[config.mk]
export PLATFORM = sky130hd
export DESIGN_NAME = noc_ring_router
export DESIGN_NICKNAME = d
export VERILOG_FILES = /design/src/rtl/noc_pkg.sv /design/src/rtl/noc_fifo.sv /design/src/rtl/noc_ring_router.sv
export SDC_FILE = /design/constraint.sdc
export NUM_CORES = 2
export LEC_CHECK = 0
export CAP_MARGIN = 20
export CORE_MARGIN = 8
export CORE_UTILIZATION = 55
export DETAILED_ROUTE_END_ITERATION = 12
export PLACE_DENSITY = 0.72
export RECOVER_POWER = 100
export SYNTH_ARGS = -nofsm -noshare
export SYNTH_HDL_FRONTEND = slang
export SYNTH_SLANG_ARGS = --single-unit
[constraint.sdc]
create_clock -name clk -period 16.4 [get_ports clk]
set_input_delay 1.64 -clock clk [delete_from_list [all_inputs] [get_ports clk]]
set_output_delay 1.64 -clock clk [all_outputs]
set_load 0.01 [all_outputs]
[src/rtl/noc_pkg.sv]
// Shared definitions for the 4-node bidirectional ring NoC router.
package noc_pkg;

  typedef enum logic [1:0] {
    PORT_E = 2'd0,
    PORT_W = 2'd1,
    PORT_L = 2'd2
  } port_t;

  localparam int unsigned ID_W      = 2;
  localparam int unsigned NUM_NODES = 4;
  localparam int unsigned NUM_PORTS = 3;
  localparam int unsigned AF_MARGIN = 2;

  // Shortest-path direction from node id to dest; distance 2 goes East.
  function automatic port_t route(input logic [ID_W-1:0] dest, input logic [ID_W-1:0] id);
    logic [ID_W-1:0] d;
    d = dest - id;
    case (d)
      2'd0:    return PORT_L;
      2'd3:    return PORT_W;
      default: return PORT_E;
    endcase
  endfunction

  // (base + k) mod 3 over the port numbering.
  function automatic logic [1:0] rr_idx(input logic [1:0] base, input logic [1:0] k);
    logic [2:0] s;
    s = {1'b0, base} + {1'b0, k};
    if (s >= 3'd3) s = s - 3'd3;
    return s[1:0];
  endfunction

  // Round-robin pointer position just past the granted port.
  function automatic port_t rr_next(input port_t p);
    case (p)
      PORT_E:  return PORT_W;
      PORT_W:  return PORT_L;
      default: return PORT_E;
    endcase
  endfunction

endpackage

[src/rtl/noc_fifo.sv]
// Synchronous first-word-fall-through FIFO with registered full/almost-full.
module noc_fifo
  import noc_pkg::*;
#(
  parameter int unsigned WIDTH = 16,
  parameter int unsigned DEPTH = 32
) (
  input  logic             clk,
  input  logic             reset,
  input  logic             i_push,
  input  logic [WIDTH-1:0] i_din,
  input  logic             i_pop,
  output logic [WIDTH-1:0] o_head,
  output logic             o_valid,
  output logic             o_full,
  output logic             o_almost_full
);

  localparam int unsigned AW = $clog2(DEPTH);
  localparam int unsigned CW = AW + 1;
  localparam logic [CW-1:0] FULL_CNT = CW'(DEPTH);
  localparam logic [CW-1:0] AF_CNT   = CW'(DEPTH - AF_MARGIN);

  logic [WIDTH-1:0] r_mem [DEPTH];
  logic [AW-1:0]    r_wr_ptr;
  logic [AW-1:0]    r_rd_ptr;
  logic [CW-1:0]    r_count;
  logic             r_full;
  logic             r_almost_full;

  logic             w_push_ok;
  logic             w_pop_ok;
  logic [CW-1:0]    w_count_next;

  // A pop in the same cycle frees the slot, so a push to a full FIFO is then accepted.
  always_comb begin
    w_pop_ok  = i_pop && (r_count != '0);
    w_push_ok = i_push && ((r_count != FULL_CNT) || w_pop_ok);
    case ({w_push_ok, w_pop_ok})
      2'b10:   w_count_next = r_count + 1'b1;
      2'b01:   w_count_next = r_count - 1'b1;
      default: w_count_next = r_count;
    endcase
  end

  // Pointers, occupancy and registered status flags.
  always_ff @(posedge clk or posedge reset) begin
    if (reset) begin
      r_wr_ptr      <= '0;
      r_rd_ptr      <= '0;
      r_count       <= '0;
      r_full        <= 1'b0;
      r_almost_full <= 1'b0;
    end else begin
      if (w_push_ok) r_wr_ptr <= r_wr_ptr + 1'b1;
      if (w_pop_ok)  r_rd_ptr <= r_rd_ptr + 1'b1;
      r_count       <= w_count_next;
      r_full        <= (w_count_next == FULL_CNT);
      r_almost_full <= (w_count_next >= AF_CNT);
    end
  end

  // Storage array; contents are don't-care while the count is zero.
  always_ff @(posedge clk) begin
    if (w_push_ok) r_mem[r_wr_ptr] <= i_din;
  end

  assign o_head        = r_mem[r_rd_ptr];
  assign o_valid       = (r_count != '0);
  assign o_full        = r_full;
  assign o_almost_full = r_almost_full;

endmodule

[src/rtl/noc_ring_router.sv]
// Three-port (E/W/L) store-and-forward ring router node with per-output RR arbitration.
module noc_ring_router
  import noc_pkg::*;
#(
  parameter int unsigned WIDTH = 16,
  parameter int unsigned DEPTH = 32,
  parameter int unsigned ID    = 0
) (
  input  logic             clk,
  input  logic             reset,
  input  logic             writeE,
  input  logic             writeW,
  input  logic             writeL,
  input  logic             read_FullE,
  input  logic             read_FullW,
  input  logic             read_FullL,
  input  logic             read_almostFullE,
  input  logic             read_almostFullW,
  input  logic             read_almostFullL,
  input  logic [WIDTH-1:0] dataInE,
  input  logic [WIDTH-1:0] dataInW,
  input  logic [WIDTH-1:0] dataInL,
  output logic [WIDTH-1:0] dataOutE,
  output logic [WIDTH-1:0] dataOutW,
  output logic [WIDTH-1:0] dataOutL,
  output logic             writeOutE,
  output logic             writeOutW,
  output logic             writeOutL,
  output logic             fullE,
  output logic             fullW,
  output logic             fullL,
  output logic             almost_fullE,
  output logic             almost_fullW,
  output logic             almost_fullL
);

  localparam logic [ID_W-1:0] MY_ID = ID[ID_W-1:0];

  logic [2:0]       w_push;
  logic [WIDTH-1:0] w_din    [NUM_PORTS];
  logic [WIDTH-1:0] w_head   [NUM_PORTS];
  logic [2:0]       w_valid;
  logic [2:0]       w_full;
  logic [2:0]       w_af;
  logic [2:0]       w_pop;
  logic [2:0]       w_blocked;
  port_t            w_route  [NUM_PORTS];
  logic [2:0]       w_req    [NUM_PORTS];
  logic [2:0]       w_gnt_vld;
  port_t            w_gnt_src[NUM_PORTS];

  port_t            r_ptr    [NUM_PORTS];
  logic [WIDTH-1:0] r_dout   [NUM_PORTS];
  logic [2:0]       r_wout;

  assign w_push    = {writeL, writeW, writeE};
  assign w_din[0]  = dataInE;
  assign w_din[1]  = dataInW;
  assign w_din[2]  = dataInL;
  assign w_blocked = {read_FullL | read_almostFullL,
                      read_FullW | read_almostFullW,
                      read_FullE | read_almostFullE};

  for (genvar g = 0; g < NUM_PORTS; g++) begin : g_fifo
    noc_fifo #(
      .WIDTH(WIDTH),
      .DEPTH(DEPTH)
    ) u_fifo (
      .clk           (clk),
      .reset         (reset),
      .i_push        (w_push[g]),
      .i_din         (w_din[g]),
      .i_pop         (w_pop[g]),
      .o_head        (w_head[g]),
      .o_valid       (w_valid[g]),
      .o_full        (w_full[g]),
      .o_almost_full (w_af[g])
    );
  end

  // Route decode of every FIFO head and per-output request vectors.
  always_comb begin
    for (int unsigned i = 0; i < NUM_PORTS; i++) begin
      w_route[i] = route(w_head[i][WIDTH-1 -: ID_W], MY_ID);
    end
    for (int unsigned o = 0; o < NUM_PORTS; o++) begin
      w_req[o] = '0;
      for (int unsigned i = 0; i < NUM_PORTS; i++) begin
        w_req[o][i] = w_valid[i] && (2'(w_route[i]) == 2'(o));
      end
    end
  end

  // Round-robin arbiters: search from the pointer in E->W->L order; a blocked output grants nothing.
  always_comb begin
    logic [1:0] idx;
    idx = '0;
    for (int unsigned o = 0; o < NUM_PORTS; o++) begin
      w_gnt_vld[o] = 1'b0;
      w_gnt_src[o] = r_ptr[o];
      for (int unsigned k = 0; k < NUM_PORTS; k++) begin
        idx = rr_idx(2'(r_ptr[o]), 2'(k));
        if (!w_gnt_vld[o] && !w_blocked[o] && w_req[o][idx]) begin
          w_gnt_vld[o] = 1'b1;
          w_gnt_src[o] = port_t'(idx);
        end
      end
    end
  end

  // Each head routes to exactly one output, so at most one grant can target a FIFO.
  always_comb begin
    w_pop = '0;
    for (int unsigned o = 0; o < NUM_PORTS; o++) begin
      for (int unsigned i = 0; i < NUM_PORTS; i++) begin
        if (w_gnt_vld[o] && (2'(w_gnt_src[o]) == 2'(i))) w_pop[i] = 1'b1;
      end
    end
  end

  // Output registers and arbiter pointers; data holds while no word is issued.
  always_ff @(posedge clk or posedge reset) begin
    if (reset) begin
      r_wout <= '0;
      for (int unsigned o = 0; o < NUM_PORTS; o++) begin
        r_ptr[o]  <= PORT_E;
        r_dout[o] <= '0;
      end
    end else begin
      r_wout <= w_gnt_vld;
      for (int unsigned o = 0; o < NUM_PORTS; o++) begin
        if (w_gnt_vld[o]) begin
          r_dout[o] <= w_head[w_gnt_src[o]];
          r_ptr[o]  <= rr_next(w_gnt_src[o]);
        end
      end
    end
  end

  assign dataOutE     = r_dout[0];
  assign dataOutW     = r_dout[1];
  assign dataOutL     = r_dout[2];
  assign writeOutE    = r_wout[0];
  assign writeOutW    = r_wout[1];
  assign writeOutL    = r_wout[2];
  assign fullE        = w_full[0];
  assign fullW        = w_full[1];
  assign fullL        = w_full[2];
  assign almost_fullE = w_af[0];
  assign almost_fullW = w_af[1];
  assign almost_fullL = w_af[2];

endmodule

==> key figures <==
Outcome
  – Status: finished, violations left
  – Failing checks: max-capacitance violations, max-slew violations

Worst hold path
  – Hold_sp: dataOutL[11]
  – Type of the most critical hold path: register to register
  – Hold path endpoint: dataOutL[11]
  – Hold depth: 2

Placed design
  – Post-DP HPWL: roughly 91 mm
  – RePlAce Congestion: 0.910
  – PortBufs: around 120
  – Dpl cells: 4,703

STA
  – Hold_ws: between 0.5 and 0.6 ns
  – Setup Skew: roughly 0.047 ns
  – RSZ-0062 raised after global routing: no
  – Finish-stage setup viols: 0
  – Peak Freq: between 80 and 90 MHz
  – Crit share post-route: 70.2%
  – Slew at the pin with the worst max-slew slack: between 4 and 5 ns
  – Final hold viol count: 0
  – Post-layout minimum cycle time: between 10 and 15 ns
  – Final TNS setup: 0 ns
  – Fin. max-slew vios: between 400 and 500
  – Slew headroom: -177%

GRT
  – First-pass GRT wire length: around 230 mm
  – All-Layer GR Usage: 23.7%
  – Gr ovfl total: 0
  – Pin count of the biggest net entering global routing: 96
  – Initial antenna violation count: 13
  – Number of global-route vias before repair: roughly 34,000

Synthesis
  – Fraction of synthesized area in multiplexers: approximately 18%
  – Post-synth EDFFs: 1,536
  – Yosys cell types: slightly below 90
  – Synth Area in Simple Gates: roughly 2.5%
  – Syn nets: around 3,200
  – Post-Synth XOR/XNOR Area: 0.466%
  – Area of the mapped netlist: ~0.066 mm2
  – Post-Synth Adder-Cell Area: 0.849%
  – Synth Area in Compound Gates: 2.40%
  – Post-synthesis sequential area ratio: 74.4%
  – Main combinational cell family by area after synthesis: multiplexers
  – Ys Warns: 0
  – Gate Count Post-Synth: roughly 3,100
  – Ys async rst share: about 6.7%
  – Synth Register Bits: approximately 1,600
  – Avg Cell Area, Syn: 21.3 um2
  – Post-synth top flop: edfxtp_1

Detailed routing
  – DRC: 0
  – DRT iter0 DRCs: 3,982
  – Met1 wire length: between 60 and 70 mm
  – Vias/cell: approximately 6.5
  – Routed wire length: between 150 and 200 mm
  – DR WL met2: 76.1 mm
  – Antenna-violating nets left: 0
  – Drt pass-1 iters: 6
  – Wire per inst: ~31 um
  – Via count: 32,745
  – Routed wl met3: approximately 16 mm
  – Top routing layer in use: met5

Power and ir drop
  – P_sw: between 0.004 and 0.005 W
  – Switching share of power: between 30 and 40%
  – Pwr dens: roughly 190 mW/mm2
  – Clock power share: a little over a quarter
  – Int Power: slightly above 0.009 W
  – Leak Pwr: approximately 24 nW
  – Flop pwr share: around 39%
  – Total chip power: between 0.01 and 0.015 W
  – Gate power share: roughly a third
  – Peak VDD IR: approximately 160 uV

Clock network
  – H-tree Lvls: 4
  – Setup Fix Bufs, Post-CTS: 0
  – Clock sinks: ~1,600
  – Maximum buffer depth of the clock tree: 3
  – Clk slew on worst S/H paths: approximately 0.070 ns
  – Hold-fix buffers, CTS: 0
  – Worst-Skew Late Latency: ~0.79 ns
  – CTS tree: done
  – CTS resizes: 0
  – TritonCTS Buffers: about 160
  – CTS root buf: clkbuf_16

Finish
  – Final nets: 3,453
  – Core Util, Final: 62.2%
  – Area growth syn-to-layout: 12.8%
  – Share of cells above drive strength 1: between 20% and 30%
  – Filler cell count: roughly 8,000
  – Footprint of the multi-input gates: approximately 0.016 mm2
  – Reg area: about 0.049 mm2
  – Fin cells: between 5,000 and 6,000

Die
  – Die width: 362 um
  – Initial core utilization: between 50% and 60%
  – Die Y: between 300 and 400 um
  – I/O Pins: around 120
  – Die area: around 0.13 mm2
  – Core area: about 0.12 mm2
  – Row count: around 130

Worst setup path
  – Worst reg-to-reg path cell count: 26
  – Crit. End Element: register
  – R2r setup slk: between 4 and 5 ns
  – Arr. time, crit path: 12.16 ns
  – Reg-to-Reg Start: g_fifo[2].u_fifo.r_rd_ptr[0]
  – FF-to-FF End: g_fifo[2].u_fifo.o_almost_full
  – Crit path required time: approximately 17 ns
  – Critical path fanouts, max: 51
  – Crit path kind: register to register
  – Critical path launch point type: register

Flow run
  – Max-Cap Viols: 24
-- power by group through the flow --
| stage | clock network [W] | registers (W) | logic (W) |
|---|---|---|---|
| finish | 0.00365 | 0.00546 | 0.00483 |
| global route | 0.00387 | 0.00551 | 0.00512 |
| CTS | 0.00371 | 0.00545 | 0.00484 |
| detailed placement | 0 | 0.00553 | 0.00481 |
| global placement | 0 | 0.00551 | 0.00466 |
| floorplan | 0 | 0.00520 | 0.00354 |
-- flip-flops by register name (all words and copies together) (netlist names), 6 cells and up --
register / count
dataOutW: 16
g_fifo.u_fifo.r_count: 18
dataOutL: 16
g_fifo.u_fifo.r_mem: 1536
r_ptr: 6
g_fifo.u_fifo.r_rd_ptr: 15
g_fifo.u_fifo.r_wr_ptr: 15
dataOutE: 16
-- area by class of cell --
type                       count  area share (%)
sequential                  1647            66.0
tap                         1548            2.61
clock inverter                88            1.26
timing repair buffer         267            2.49
multi-input combinational   1226            21.5
clock buffer                 214            5.83
antenna                        6          0.0203
inverter                      48           0.245
-- worst max-delay path, cell delays in order, from the launching register on --
cell      delay (ns)
dfrtp_1         1.47
clkbuf_1        3.00
mux4_2          0.79
mux4_2          0.49
mux2i_1         0.55
ha_1            0.37
nand2_1         0.07
a211oi_1        0.08
a311oi_1        0.54
nand4_1         0.45
mux2_1          0.50
o22ai_1         0.16
buf_4           0.26
nand3_1         0.30
nand2b_1        0.25
inv_1           0.13
ha_1            0.31
a21o_1          0.18
a21oi_1         0.23
nor2b_1         0.07
o21ai_0         0.17
nand2b_1        0.16
and2_1          0.19
nand4_1         0.11
o311a_1         0.20
a21oi_1         0.06
a211o_1         0.25
-- cell usage in the layout (no fill, tap or decap), drive strengths merged, types with 29 or more instances in the layout --
cell type	netlist	final
edfxtp	1536	1536
mux4	480	480
clkbuf	94	347
nor2	147	147
dfrtp	111	111
nand2	108	108
dlygate4sd3	0	106
clkinv	0	62
mux2i	53	53
inv	48	53
mux2	47	47
a21oi	43	43
o221ai	41	41
o21ai	41	41
ha	39	39
xnor2	29	29
-- cell usage after synthesis, types with 5 or more instances --
| master | instances | area (um2) |
|---|---|---|
| o21ai_0 | 36 | 180 |
| mux4_2 | 480 | 10800 |
| buf_1 | 47 | 176 |
| dfrtp_1 | 111 | 2780 |
| nand4_1 | 12 | 75.1 |
| nand3_1 | 11 | 55.1 |
| nand3b_1 | 8 | 60.1 |
| or3b_2 | 6 | 52.6 |
| xnor2_1 | 29 | 254 |
| o21a_1 | 5 | 37.5 |
| ha_1 | 39 | 488 |
| or3_1 | 9 | 56.3 |
| mux2i_1 | 51 | 510 |
| edfxtp_1 | 1536 | 46100 |
| o211ai_1 | 8 | 60.1 |
| a21oi_1 | 43 | 215 |
| buf_2 | 15 | 75.1 |
| a21o_1 | 7 | 52.6 |
| inv_1 | 47 | 176 |
| nor3_1 | 9 | 45.0 |
| nand2_1 | 107 | 402 |
| xor2_1 | 6 | 52.6 |
| a211o_1 | 6 | 52.6 |
| or2_2 | 7 | 43.8 |
| o22ai_1 | 6 | 37.5 |
| clkbuf_1 | 94 | 353 |
| and3_1 | 5 | 31.3 |
| nor2_1 | 145 | 544 |
| nor4_1 | 6 | 37.5 |
| mux2_2 | 44 | 495 |
| o221ai_1 | 39 | 342 |
-- layer usage --
layer / up-vias / GRT usage (%)
met5: - / 0
met3: 290 / 6.54
met2: 1716 / 38.2
met1: 17306 / 32.2
li1: 13431 / -
met4: 2 / 6.63
-- per-stage QoR --
stage,worst slack (ns),cell area (um2)
2_1_floorplan,9.91,65700
3_3_place_gp,8.35,69100
3_5_place_dp,8.14,69100
6_report,4.89,74100
4_1_cts,8.16,74400
5_1_grt,3.81,74100
-- how the worst max path moves through the flow --
stage,from,to,slack (ns),depth (start not counted)
3_5_place_dp,g_fifo[2].u_fifo.r_rd_ptr[0],g_fifo[2].u_fifo.o_almost_full,8.14,26
3_3_place_gp,g_fifo[2].u_fifo.r_rd_ptr[0],g_fifo[2].u_fifo.o_almost_full,8.35,26
5_1_grt,g_fifo[2].u_fifo.r_rd_ptr[0],g_fifo[2].u_fifo.o_almost_full,3.81,26
6_report,g_fifo[2].u_fifo.r_rd_ptr[0],g_fifo[2].u_fifo.o_almost_full,4.89,26
2_1_floorplan,g_fifo[0].u_fifo.r_rd_ptr[0],g_fifo[2].u_fifo.o_almost_full,9.91,28
4_1_cts,g_fifo[2].u_fifo.r_rd_ptr[0],g_fifo[2].u_fifo.o_almost_full,8.16,26
-- cell families after synthesis --
logic type | Yosys count
flops | 1647
mux | 580
simple gates | 356
compound gates | 212
buf+inv | 207
fa+ha+maj | 43
xor+xnor | 35
Note: power is estimated with default switching activity, not from simulation.
